**config.mk**
```make
export PLATFORM = sky130hd
export DESIGN_NAME = uart_packet_tx
export DESIGN_NICKNAME = d
export VERILOG_FILES = /design/src/rtl/uart_pkg.sv /design/src/rtl/uart_tx_byte.sv /design/src/rtl/uart_packet_tx.sv
export SDC_FILE = /design/constraint.sdc
export NUM_CORES = 1
export LEC_CHECK = 0
export BUFFER_PORTS_ARGS = -buffer_cell sky130_fd_sc_hd__buf_2
export CORE_ASPECT_RATIO = 0.9
export CORE_MARGIN = 2
export CORE_UTILIZATION = 35
export DETAILED_ROUTE_END_ITERATION = 7
export PLACE_DENSITY_LB_ADDON = 0.2
export SYNTH_ARGS = -nofsm -noshare
export SYNTH_HDL_FRONTEND = slang
export SYNTH_SLANG_ARGS = --single-unit
export TNS_END_PERCENT = 100
```
**constraint.sdc**
```tcl
create_clock -name clk -period 3.3 [get_ports clk]
set_clock_uncertainty 0.15 [all_clocks]
set_input_delay 0.33 -clock clk [delete_from_list [all_inputs] [get_ports clk]]
set_output_delay 0.33 -clock clk [all_outputs]
set_load 0.05 [all_outputs]
```
**src/rtl/uart_pkg.sv**
```systemverilog
// Shared UART definitions: transmit FSM encoding, 8N1 framing levels and the
// bit-period derivation used by both the packet transmitter and receiver.
package uart_pkg;

    typedef enum logic [1:0] {
        StIdle  = 2'd0,
        StStart = 2'd1,
        StData  = 2'd2,
        StStop  = 2'd3
    } tx_state_e;

    localparam int unsigned UartDataBits  = 8;
    localparam logic        UartStartBit  = 1'b0;
    localparam logic        UartStopBit   = 1'b1;
    localparam logic        UartIdleLevel = 1'b1;

    // Integer division: the bit period truncates toward zero.
    function automatic int unsigned clks_per_bit(input int unsigned clk_freq,
                                                 input int unsigned baud);
        return clk_freq / baud;
    endfunction

endpackage

```
**src/rtl/uart_tx_byte.sv**
```systemverilog
// Single 8N1 byte serializer. A start request seen in IDLE, or at the last cycle of
// a stop bit, loads the next byte so consecutive bytes follow with no idle gap.
module uart_tx_byte
    import uart_pkg::*;
#(
    parameter int unsigned ClksPerBit = 10
) (
    input  logic                    clk_i,
    input  logic                    rst_ni,
    input  logic                    start_i,
    input  logic [UartDataBits-1:0] byte_i,
    output logic                    tx_o,
    output logic                    byte_done_o
);

    localparam int unsigned    CntW    = (ClksPerBit > 1) ? $clog2(ClksPerBit) : 1;
    localparam logic [CntW-1:0] CntMax = CntW'(ClksPerBit - 1);
    localparam logic [2:0]     LastBit = 3'(UartDataBits - 1);

    tx_state_e               state_q, state_d;
    logic [CntW-1:0]         baud_q, baud_d;
    logic [2:0]              bit_q, bit_d;
    logic [UartDataBits-1:0] shift_q, shift_d;
    logic                    bit_end;

    assign bit_end = (baud_q == CntMax);

    always_ff @(posedge clk_i or negedge rst_ni) begin
        if (!rst_ni) begin
            state_q <= StIdle;
            baud_q  <= '0;
            bit_q   <= '0;
            shift_q <= '0;
        end else begin
            state_q <= state_d;
            baud_q  <= baud_d;
            bit_q   <= bit_d;
            shift_q <= shift_d;
        end
    end

    always_comb begin
        state_d = state_q;
        baud_d  = baud_q;
        bit_d   = bit_q;
        shift_d = shift_q;
        if (state_q != StIdle) begin
            baud_d = bit_end ? '0 : baud_q + 1'b1;
        end
        unique case (state_q)
            StIdle: begin
                if (start_i) begin
                    state_d = StStart;
                    shift_d = byte_i;
                    bit_d   = '0;
                    baud_d  = '0;
                end
            end
            StStart: begin
                if (bit_end) begin
                    state_d = StData;
                end
            end
            StData: begin
                if (bit_end) begin
                    shift_d = shift_q >> 1;
                    bit_d   = bit_q + 3'd1;
                    if (bit_q == LastBit) begin
                        state_d = StStop;
                    end
                end
            end
            StStop: begin
                if (bit_end) begin
                    if (start_i) begin
                        state_d = StStart;
                        shift_d = byte_i;
                        bit_d   = '0;
                    end else begin
                        state_d = StIdle;
                    end
                end
            end
            default: state_d = StIdle;
        endcase
    end

    always_comb begin
        tx_o        = UartIdleLevel;
        byte_done_o = (state_q == StStop) && bit_end;
        unique case (state_q)
            StIdle:  tx_o = UartIdleLevel;
            StStart: tx_o = UartStartBit;
            StData:  tx_o = shift_q[0];
            StStop:  tx_o = UartStopBit;
            default: tx_o = UartIdleLevel;
        endcase
    end

endmodule

```
**src/rtl/uart_packet_tx.sv**
```systemverilog
// Sends one 32-bit word per valid/ready handshake as four 8N1 bytes, LSB byte first.
// Define PKT_TX_CHECKSUM_EN to append an XOR checksum byte after byte 3.
module uart_packet_tx
    import uart_pkg::*;
#(
    parameter int unsigned CLK_FREQ = 50_000_000,
    parameter int unsigned BAUD     = 9600
) (
    input  logic        clk,
    input  logic        reset,
    input  logic [31:0] data,
    input  logic        valid,
    output logic        ready,
    output logic        busy,
    output logic        done,
    output logic        tx
);

    localparam int unsigned ClksPerBit = clks_per_bit(CLK_FREQ, BAUD);
`ifdef PKT_TX_CHECKSUM_EN
    localparam logic [2:0] LastByte = 3'd4;
`else
    localparam logic [2:0] LastByte = 3'd3;
`endif

    logic [31:0] data_q, data_d;
    logic        active_q, active_d;
    logic        start_q, start_d;
    logic [2:0]  byte_idx_q, byte_idx_d;
    logic        done_q, done_d;
    logic        accept, byte_done, more, byte_start;
    logic [2:0]  sel_idx;
    logic [7:0]  byte_sel;

    function automatic logic [7:0] pick_byte(input logic [31:0] w, input logic [2:0] idx);
        case (idx)
            3'd0:    return w[7:0];
            3'd1:    return w[15:8];
            3'd2:    return w[23:16];
            3'd3:    return w[31:24];
`ifdef PKT_TX_CHECKSUM_EN
            3'd4:    return w[7:0] ^ w[15:8] ^ w[23:16] ^ w[31:24];
`endif
            default: return 8'h00;
        endcase
    endfunction

    assign accept = valid && !active_q;
    assign more   = (byte_idx_q != LastByte);

    // The first byte is kicked off by start_q; later bytes are chained at stop-bit end.
    assign byte_start = start_q || (byte_done && more);
    assign sel_idx    = start_q ? 3'd0 : byte_idx_q + 3'd1;
    assign byte_sel   = pick_byte(data_q, sel_idx);

    always_ff @(posedge clk or negedge reset) begin
        if (!reset) begin
            data_q     <= '0;
            active_q   <= 1'b0;
            start_q    <= 1'b0;
            byte_idx_q <= '0;
            done_q     <= 1'b0;
        end else begin
            data_q     <= data_d;
            active_q   <= active_d;
            start_q    <= start_d;
            byte_idx_q <= byte_idx_d;
            done_q     <= done_d;
        end
    end

    always_comb begin
        data_d     = data_q;
        active_d   = active_q;
        start_d    = 1'b0;
        byte_idx_d = byte_idx_q;
        done_d     = 1'b0;
        if (accept) begin
            data_d     = data;
            active_d   = 1'b1;
            start_d    = 1'b1;
            byte_idx_d = '0;
        end
        if (byte_done) begin
            if (more) begin
                byte_idx_d = byte_idx_q + 3'd1;
            end else begin
                active_d   = 1'b0;
                done_d     = 1'b1;
                byte_idx_d = '0;
            end
        end
    end

    uart_tx_byte #(
        .ClksPerBit(ClksPerBit)
    ) u_tx_byte (
        .clk_i      (clk),
        .rst_ni     (reset),
        .start_i    (byte_start),
        .byte_i     (byte_sel),
        .tx_o       (tx),
        .byte_done_o(byte_done)
    );

    assign ready = !active_q;
    assign busy  = active_q;
    assign done  = done_q;

endmodule

```
# Yosys cells after proc, flatten, opt, wreduce, memory -nomap -nowiden
# Index checks and enable logic that the tools add are counted.
# W data, S select, Z words.
dict set report totals {
  inputBits 35
  out_inout_bits 4
  wordCells 70
  ff_bits 64
}
dict set report op_classes {
  n_addsub 3
  eq_ne 14
  reduce_logical 13
  n_mux 31
}
# operator n
set ops {}
lappend ops {{$mux W13} 4}
lappend ops {{$pmux W8 S4} 1}
lappend ops {{$mux W8} 3}
lappend ops {{$pmux W8 S3} 1}
lappend ops {{$mux W3} 7}
lappend ops {{$add A13 B1 Y13 const B} 1}
lappend ops {{$eq A13 B13 Y1 const B} 1}
lappend ops {{$mux W2} 5}
lappend ops {{$pmux W3 S3} 1}
lappend ops {{$ne A2 B1 Y1 const B} 4}
lappend ops {{$pmux W2 S4} 1}
lappend ops {{$mux W1} 7}
lappend ops {{$add A3 B1 Y3 const B} 2}
lappend ops {{$eq A3 B2 Y1 const B} 2}
lappend ops {{$reduce_and A5 Y1} 1}
lappend ops {{$eq A2 B2 Y1 const B} 2}
lappend ops {{$reduce_bool A2 Y1} 2}
lappend ops {{$eq A3 B1 Y1 const B} 1}
lappend ops {{$eq A3 B3 Y1 const B} 1}
lappend ops {{$logic_and A1 B1 Y1} 3}
lappend ops {{$logic_not A3 Y1} 1}
lappend ops {{$ne A3 B2 Y1 const B} 1}
lappend ops {{$pmux W1 S3} 1}
lappend ops {{$reduce_and A3 Y1} 1}
lappend ops {{other kinds (7)} 7}

# Depth between registers and ports, before layout
# Gate-level depths: netlist (run 1).
dict set report logic_depth {
  word_depth 7
  depth_mapped 8
  ltp_nobuf 7
}

# By module
# Synthesis (run 1) repeated with hierarchy kept, for this count alone.
dict set report unflattened {
  cells_unflattened 272
  area_unflattened_um2 3394.5
}
# mod seq_area_each_um2 area_per_inst_um2 cells_each instances
set by_module_without_submodules {}
lappend by_module_without_submodules {uart_packet_tx 950.9 1825.5 121 1}
lappend by_module_without_submodules {uart_tx_byte 650.6 1569.0 151 1}

# Least setup slack after synthesis (run 1)
# No wires, ideal clock.
dict set report synth_path {
  kind {flip-flop to output port}
  from {register u_tx_byte.state_q[0]}
  to {output tx}
  t_arrival_ns 1.899
  required_time_ns 2.820
  slack_ns 0.921
  stages_incl_launch_ff 6
  path_buffers 1
  path_cell_list {dfrtp_1 -> inv_1 -> ha_1 -> clkbuf_1 -> nand2_1 -> a21oi_1}
}
dict set report synth_between {
  elab_chain_len 3
  word_cells_on_any_way 6
  cone_classes {eq/ne (3); mux (1); reduce/logical (2)}
}
# item line_no
set synth_lines {}
lappend synth_lines {{from (decl)} uart_tx_byte.sv:20} ;# tx_state_e state_q, state_d;
lappend synth_lines {{from (signal assigned)} uart_tx_byte.sv:30} ;# state_q <= StIdle;
lappend synth_lines {{from (signal assigned)} uart_tx_byte.sv:35} ;# state_q <= state_d;
lappend synth_lines {{$eq A2 B2 Y1 / $logic_not A2 Y1 (equally long branches)} uart_tx_byte.sv:91} ;# unique case (state_q)
lappend synth_lines {{$reduce_or A2 Y1 (no line)} -}
lappend synth_lines {{$pmux W1 S3 (*)} uart_tx_byte.sv:91}
lappend synth_lines {{to (decl)} uart_packet_tx.sv:16} ;# output logic tx
# Every way passes the cells marked *; elsewhere a longest branch is shown, timed or not.

# Worst setup path in the final report (run 1)
# Ends and elaborated chain as after synthesis.

==> results of run 1 <==
logic make-up (layout without fill, tap and decap cells):
logic type | after synthesis | count (layout) | synth area share (%)
adders and majority gates | 10 | 10 | 3.79
buffers and inverters | 26 | 78 | 3.18
muxes | 9 | 9 | 2.77
AOI/OAI and AO/OA | 71 | 71 | 16.2
DFF | 64 | 64 | 48.5
and+or+nand+nor | 188 | 188 | 25.5
placed cells by master (no fill, tap or decap), types with 8 or more instances in the layout:
cell type      synthesis  final
nand3_1               11     11
nand2b_1               8      8
ha_1                  10     10
a221o_1               15     15
buf_2                  6     38
clkbuf_8               0      9
dfrtp_1               64     64
nand2_1              119    119
inv_1                  9      9
nor2b_1               11     11
nor2_1                21     21
mux2i_1                8      8
o21ai_0               27     27
dlygate4sd3_1          0      8
routing by layer:
layer / wire length [µm] / vias up / share of wire, % / GRT usage [%]
met5: 0 / - / 0 / 0
met4: 62 / 0 / 0.83 / 3.62
met3: 353 / 6 / 4.7 / 5.15
met2: 3310 / 58 / 44 / 25.1
met1: 3730 / 1276 / 50 / 21.7
li1: - / 1363 / - / -
worst max-delay path: stages (launching register included):
cell and delay, ns:
dfrtp_1 0.44, inv_1 0.15, ha_1 0.54, nand2_1 0.16, a21oi_1 0.23, buf_2 0.30
sequential cells by signal (all words and copies together) (netlist names), 2 cells and up:
| register | cells |
|---|---|
| data_q | 32 |
| u_tx_byte.shift_q | 8 |
| u_tx_byte.baud_q | 13 |
| u_tx_byte.state_q | 2 |
| u_tx_byte.bit_q | 3 |
| byte_idx_q | 3 |
final cells by class:
type	count	area [µm²]	share of cell area, %
Clock buffer	9	124	3.18
Clock inverter	7	55.1	1.41
Inverter	9	33.8	0.868
Multi-Input combinational cell	278	1600	41.2
Sequential cell	64	1600	41.2
Tap cell	122	153	3.92
Timing Repair Buffer	53	323	8.30
through the flow:
stage | total power [mW] | setup WS [ns]
6_report | 2.30 | 0.665
5_1_grt | 2.47 | 0.524
4_1_cts | 2.33 | 0.579
3_5_place_dp | 1.68 | 0.607
3_3_place_gp | 1.67 | 0.658
2_1_floorplan | 1.48 | 0.921
power by group through the flow:
stage / Combinational (mW) / Clock (mW) / Sequential [mW]
6_report: 0.742 / 0.625 / 0.937
5_1_grt: 0.837 / 0.684 / 0.950
4_1_cts: 0.742 / 0.649 / 0.936
3_5_place_dp: 0.732 / 0 / 0.951
3_3_place_gp: 0.723 / 0 / 0.948
2_1_floorplan: 0.548 / 0 / 0.933
path summary, 6_finish.rpt:
kind                                                    endpoint  cells past startpoint
worst max-delay path                                          tx                      5
worst min-delay path                      data_q[18]$_DFFE_PN0P_                      3
worst max register to register  u_tx_byte.state_q[1]$_DFFE_PN0P_                      7
worst min register to register             data_q[4]$_DFFE_PN0P_                      2
max in group asynchronous                 data_q[16]$_DFFE_PN0P_                      3
min in group asynchronous          u_tx_byte.baud_q[7]$_DFF_PN0_                      2
==> results.md, run 1 <==
- Post_cts resized: 0
- Final Util: 42.6%
- Leak: 1.91 nW
- Synthesized flop and latch total: 64
- Max-cap violations: 0
- Htree depth: 3
- Cell Area, Placed: 0.00363 mm²
- Hold-fix buffers, CTS: 6
- DR iter-0 viols: 122
- Worst slew margin: 33.3%
- Switching Fraction: 37.8%
- Most frequent cell after synthesis: nand2_1
- Vias per inst: 4.99
- Cell count after synthesis: 368
- Worst-path clk slew: 0.09 ns
- Wirelength per Cell: 13.8 µm
- Synth top cells by count: nand2_1 (119), dfrtp_1 (64), o21ai_0 (27), nor2_1 (21), a221o_1 (15)
- Synth Warn #: 0
- Main flop type after synthesis: dfrtp_1
- P per Cell Area: 592 mW/mm²
- Clk Latency, worst-skew pair: 0.35 ns
- Final Critical Period: 2.63 ns
- Post-synthesis cell area: 0.00330 mm²
- Vias in the first global route: 2668
- Post-synth EDFFs: 0
- Share of the synthesized area in the top cell type: 48.5%
- Clk root buf: clkbuf_8
- Largest fanout on the critical path: 16
- Async set-reset flop share out of synthesis: 100%
- Final non-filler cell total: 542
- Post-synth top area cell: dfrtp_1
- Fmax: 0.380 GHz
- Critical Path Start: u_tx_byte.state_q[0]$_DFFE_PN0P_
- Clock sinks: 64
- Dpl cells: 518
- Combinational power share: 32.2%
- Status: completed
- Setup violators final: 0
- FF-to-FF setup slack: 0.94 ns
- Seq pwr share: 40.7%
- Sw Pwr: 0.871 mW
- Clock Path Buffers: 2
- Core area: 0.00913 mm²
- Chip Width: 106 µm
- Period utilisation layout: 79.8%
- Worst hold path type: in2reg
- Syn_area_per_cell: 8.97 µm²
- Area Overhead vs Synth: 17.8%
- Fin area: 0.00389 mm²
- Final WL: 7450 µm
- Pint: 1.43 mW
- Detail Placement HPWL: 4930 µm
- Net count after synthesis: 413
- Diodes inserted: 0
- Placer Congestion: 0.771
- First-pass GRT wire length: 12800 µm
- Initial antenna violation count: 0
- Die Height: 96.1 µm
- Via count: 2703
- Largest net degree at the start of global routing: 39
- CP Capture Type: output port
- Port bufs: 38
- Die area: 0.0102 mm²
- Global route total overflow: 0
- Share of layout cells above drive strength 1: 17.4%
- Initial Util: 36.2%
- Fin Setup TNS: 0 ns
- Startpoint Class: flop
- Main area contributors after synthesis: dfrtp_1 (49%), nand2_1 (14%), a221o_1 (4.5%), o21ai_0 (4.1%), ha_1 (3.8%)
- Worst R2R Start: u_tx_byte.baud_q[0]$_DFF_PN0_
- Hold WS: 0.0145 ns
- Fill count: 920
- Worst vdd ir: 279 µV
- Synth unique cells: 38
- Critical Path RT: 2.82 ns
- CTS tree: yes
- Io pins: 39
- RSZ-0062 raised after global routing: no
- Fin. Hold Viols: 0
- Kind of critical path: reg2out
- Final antenna-violating net count: 0
- Critical hold path startpoint: data[18]
- Tot GR Track Use: 16.0%
- TritonCTS Buffers: 9
- Drt pass-1 iters: 4
- Placement Rows: 33
- Setup Buffers After CTS: 0
- WP data arrival: 2.15 ns
- Register area share after synthesis: 48.5%
- Net count, final: 460
- Max-slew violations: 0
- Clock power share: 27.1%
- Worst Max-Slew Pin Slew: 0.999 ns
- DRC: 0
Power figures use the tool's default switching activity.
==> inputs of run 2 (changes only) <==
- ABC_AREA: default -> 1
- clock period: 3.3 -> 2.31 ns (I/O delays scaled with it)
==> run 2 against run 1 <==
  * Routed wire length increased by 8.0%
  * Final area up 8.6%
  * First-iteration DRC count is 4.1% higher
  * Sequential power grew 55%
  * Non-clock buffer count up 30
  * Utilization increased by 3.7 points
  * Global-route usage increased by 1.0 points
  * Sequential cell count stayed put
  * Largest cell class unchanged
==> results.md, run 2 <==
- Detail Placement HPWL: 5560 µm (+13%)
- Fill count: 895 (-2.7%)
- Port bufs: 38 (unchanged)
- Setup violators final: 0 (unchanged)
- WP data arrival: 1.74 ns (-0.41 ns)
- Buf/Inv on CP: 3 (+1)
- Wirelength per Cell: 12.6 µm (-8.7%)
- Cell count after synthesis: 431 (+17%)
- Synth Warn #: 0 (unchanged)
- Drt pass-1 iters: 5 (+1)
- Tot GR Track Use: 17.0% (+1.0 points)
- Post-synth top area cell: dfrtp_1
- Combinational power share: 31.9% (-0.3 points)
- Clk root buf: clkbuf_8
- RSZ-0062 raised after global routing: no
- Post-synthesis cell area: 0.00329 mm² (-0.42%)
- Diodes inserted: 0 (unchanged)
- Crit-path leading delay family: buffers and inverters
- Cell chain of the critical path: inv_1 > ha_1 > buf_4 > nand2_1 > a21oi_1 > buf_2
- DRC: 0 (unchanged)
- Placer Congestion: 0.844 (+9.5%)
- Register area: 0.00160 mm² (unchanged)
- Fin Setup TNS: 0 ns (unchanged)
- Htree depth: 3 (unchanged)
- Syn_area_per_cell: 7.63 µm² (-15%)
- Crit path max-delay cell type: dfrtp_1
- TritonCTS Buffers: 9 (unchanged)
- Largest regs: data_q: 32 flops, u_tx_byte.baud_q: 13 flops, u_tx_byte.shift_q: 8 flops
- DR iter-0 viols: 127 (+4.1%)
- Total power: 3.60 mW (+56%)
- Clk Latency, worst-skew pair: 0.34 ns (about the same)
- Initial Util: 36.0% (-0.15 points)
- Placement Rows: 33 (unchanged)
- Core area: 0.00913 mm² (unchanged)
- Synth unique cells: 27 (-29%)
- Clock sinks: 64 (unchanged)
- Main flop type after synthesis: dfrtp_1
- Worst slew margin: 62.4% (+29 points)
- Share of layout cells above drive strength 1: 16.0% (-1.4 points)
- Max reg flops: 32 (unchanged)
- Die Height: 96.0 µm (-0.20%)
- Worst vdd ir: 396 µV (+42%)
- Fmax: 0.471 GHz
- P per Cell Area: 852 mW/mm² (+44%)
- Final WL: 8050 µm (+8.0%)
- Sw Pwr: 1.37 mW (+57%)
- Most common cell after layout, fill and taps aside: nand2_1
- Worst-path clk slew: 0.08 ns (about the same)
- Synth top cells by count: nand2_1 (199), dfrtp_1 (64), inv_1 (36), o21ai_0 (25), nand3_1 (18)
- Worst R2R Start: byte_idx_q[0]$_DFFE_PN0P_
- Fin. Hold Viols: 0 (unchanged)
- Post-synth EDFFs: 0 (unchanged)
- Clock power share: 27.7% (+0.6 points)
- Pint: 2.23 mW (+56%)
- CTS tree: yes
- Global route total overflow: 0 (unchanged)
- Register area share after synthesis: 48.7% (+0.20 points)
- Io pins: 39 (unchanged)
- Max-slew violations: 0 (unchanged)
- Critical Path Start: u_tx_byte.state_q[0]$_DFFE_PN0P_
- Net count, final: 559 (+22%)
- Period utilisation layout: 91.8%
- Largest fanout on the critical path: 12 (-4)
- Most frequent cell after synthesis: nand2_1
- Final antenna-violating net count: 0 (unchanged)
- Startpoint Class: flop
- Max incr delay on CP: 0.43 ns (-0.11 ns)
- Area Overhead vs Synth: 28.5%
- Chip Width: 106 µm (-0.20%)
- Max-cap violations: 0 (unchanged)
- Net count after synthesis: 476 (+15%)
- Commonest cells after routing, fill and taps aside: nand2_1 (199), dfrtp_1 (64), buf_2 (38)
- Via count: 2971 (+9.9%)
- Status: completed
- Leak: 2.23 nW (+17%)
- Synthesized flop and latch total: 64 (unchanged)
- Initial antenna violation count: 0 (unchanged)
- Critical Path RT: 1.93 ns (-0.89 ns)
- Largest net degree at the start of global routing: 43 (+10%)
- Vias in the first global route: 2884 (+8.1%)
- Share of the synthesized area in the top cell type: 48.7% (+0.20 points)
- Kind of critical path: reg2out
- Clock Path Buffers: 2 (unchanged)
- First-pass GRT wire length: 13600 µm (+6.6%)
- Largest register by flop count: data_q
- Final Critical Period: 2.12 ns
- Worst hold path type: in2async
- Async set-reset flop share out of synthesis: 100% (unchanged)
- Area taken by multi-input logic gates: 0.00150 mm² (-6.5%)
- Die area: 0.0102 mm² (-0.40%)
- Main area contributors after synthesis: dfrtp_1 (49%), nand2_1 (23%), inv_1 (4.1%), ha_1 (3.8%), o21ai_0 (3.8%)
- Worst Max-Slew Pin Slew: 0.556 ns (-0.443 ns)
- Vias per inst: 4.63 (-7.1%)
- CP Capture Type: output port
- Seq pwr share: 40.4% (-0.3 points)
- Switching Fraction: 38.0% (+0.20 points)
run 2: cell types whose count changed in the layout (fill, tap and decap cells not counted), sizes merged, moves of 11 or more:
cell,delta
nand2,+86
a221o,-15
inv,+31
nor2b,-11
dlygate4sd3,+26
nand4,+11
run 2: worst reg2reg max path, cell delays in order, from the launching register on:
cell	delay, ns
dfrtp_1	0.41
ha_1	0.23
ha_1	0.27
inv_1	0.12
nand2_1	0.11
nand2_1	0.12
nor2_4	0.07
nand2_1	0.07
o21ai_0	0.07
o21ai_0	0.14
nand2_1	0.06
nand2_1	0.06
nand2_1	0.05
run 2: through the flow:
stage          hold WS [ns]  instance area [µm²]  setup WS (ns)  util [%]  instances
5_1_grt               0.315                 4230       0.000230      46.3        641
3_3_place_gp          0.105                 3670          0.191      40.2        590
6_report              0.260                 4230          0.189      46.3        641
3_5_place_dp          0.102                 3670          0.136      40.2        590
4_1_cts               0.278                 4210          0.105      46.1        640
2_1_floorplan        -0.215                 3290          0.103         -        431
run 2: metal layers:
layer	global-route usage (%)	vias up	share of wire, %
li1	-	1523	-
met4	6.14	0	1.3
met3	3.59	8	3.5
met1	22.5	1380	48
met2	27.9	60	47
met5	0	-	0
run 2: layout make-up:
cell class	instances	share of cell area, %
clock buffer	9	2.93
clock inverter	7	1.84
inverter	39	3.46
multi-input combinational	317	35.4
sequential	64	37.9
tap	122	3.61
timing repair buffer	83	14.8
run 2: path summary, 6_finish.rpt:
| check | to | slack [ns] | cells after the start |
|---|---|---|---|
| setup reg to reg | u_tx_byte.shift_q[1]$_DFFE_PN0P_ | 0.26 | 12 |
| max in group asynchronous | u_tx_byte.shift_q[1]$_DFFE_PN0P_ | 1.12 | 3 |
| hold / removal | u_tx_byte.baud_q[6]$_DFF_PN0_ | 0.26 | 2 |
| hold reg to reg | u_tx_byte.shift_q[4]$_DFFE_PN0P_ | 0.33 | 2 |
| setup / recovery | tx | 0.19 | 6 |
| min in group clk | u_tx_byte.shift_q[4]$_DFFE_PN0P_ | 0.33 | 2 |
run 2: cell families after synthesis:
| group | synth area share, % |
|---|---|
| xor+xnor | 1.07 |
| compound gates | 7.08 |
| buf+inv | 5.97 |
| flops | 48.7 |
| simple gates | 33.4 |
| fa+ha+maj | 3.81 |
run 2: repair_timing:
action / CTS / global route
gates resized for setup: 0 / 3
endpoints found under the hold margin: 55 / 0
endpoints found under the setup margin: 0 / 8
hold buffers: 34 / 0
setup buffers: 0 / 1
run 2: power groups by stage:
stage / sequential, mW / clock, mW / combinational, mW
after global placement: 1.47 / 0 / 1.08
after global routing: 1.47 / 1.08 / 1.30
after floorplan: 1.44 / 0 / 0.782
after detailed placement: 1.47 / 0 / 1.10
after CTS: 1.45 / 1.03 / 1.14
final: 1.45 / 0.999 / 1.15
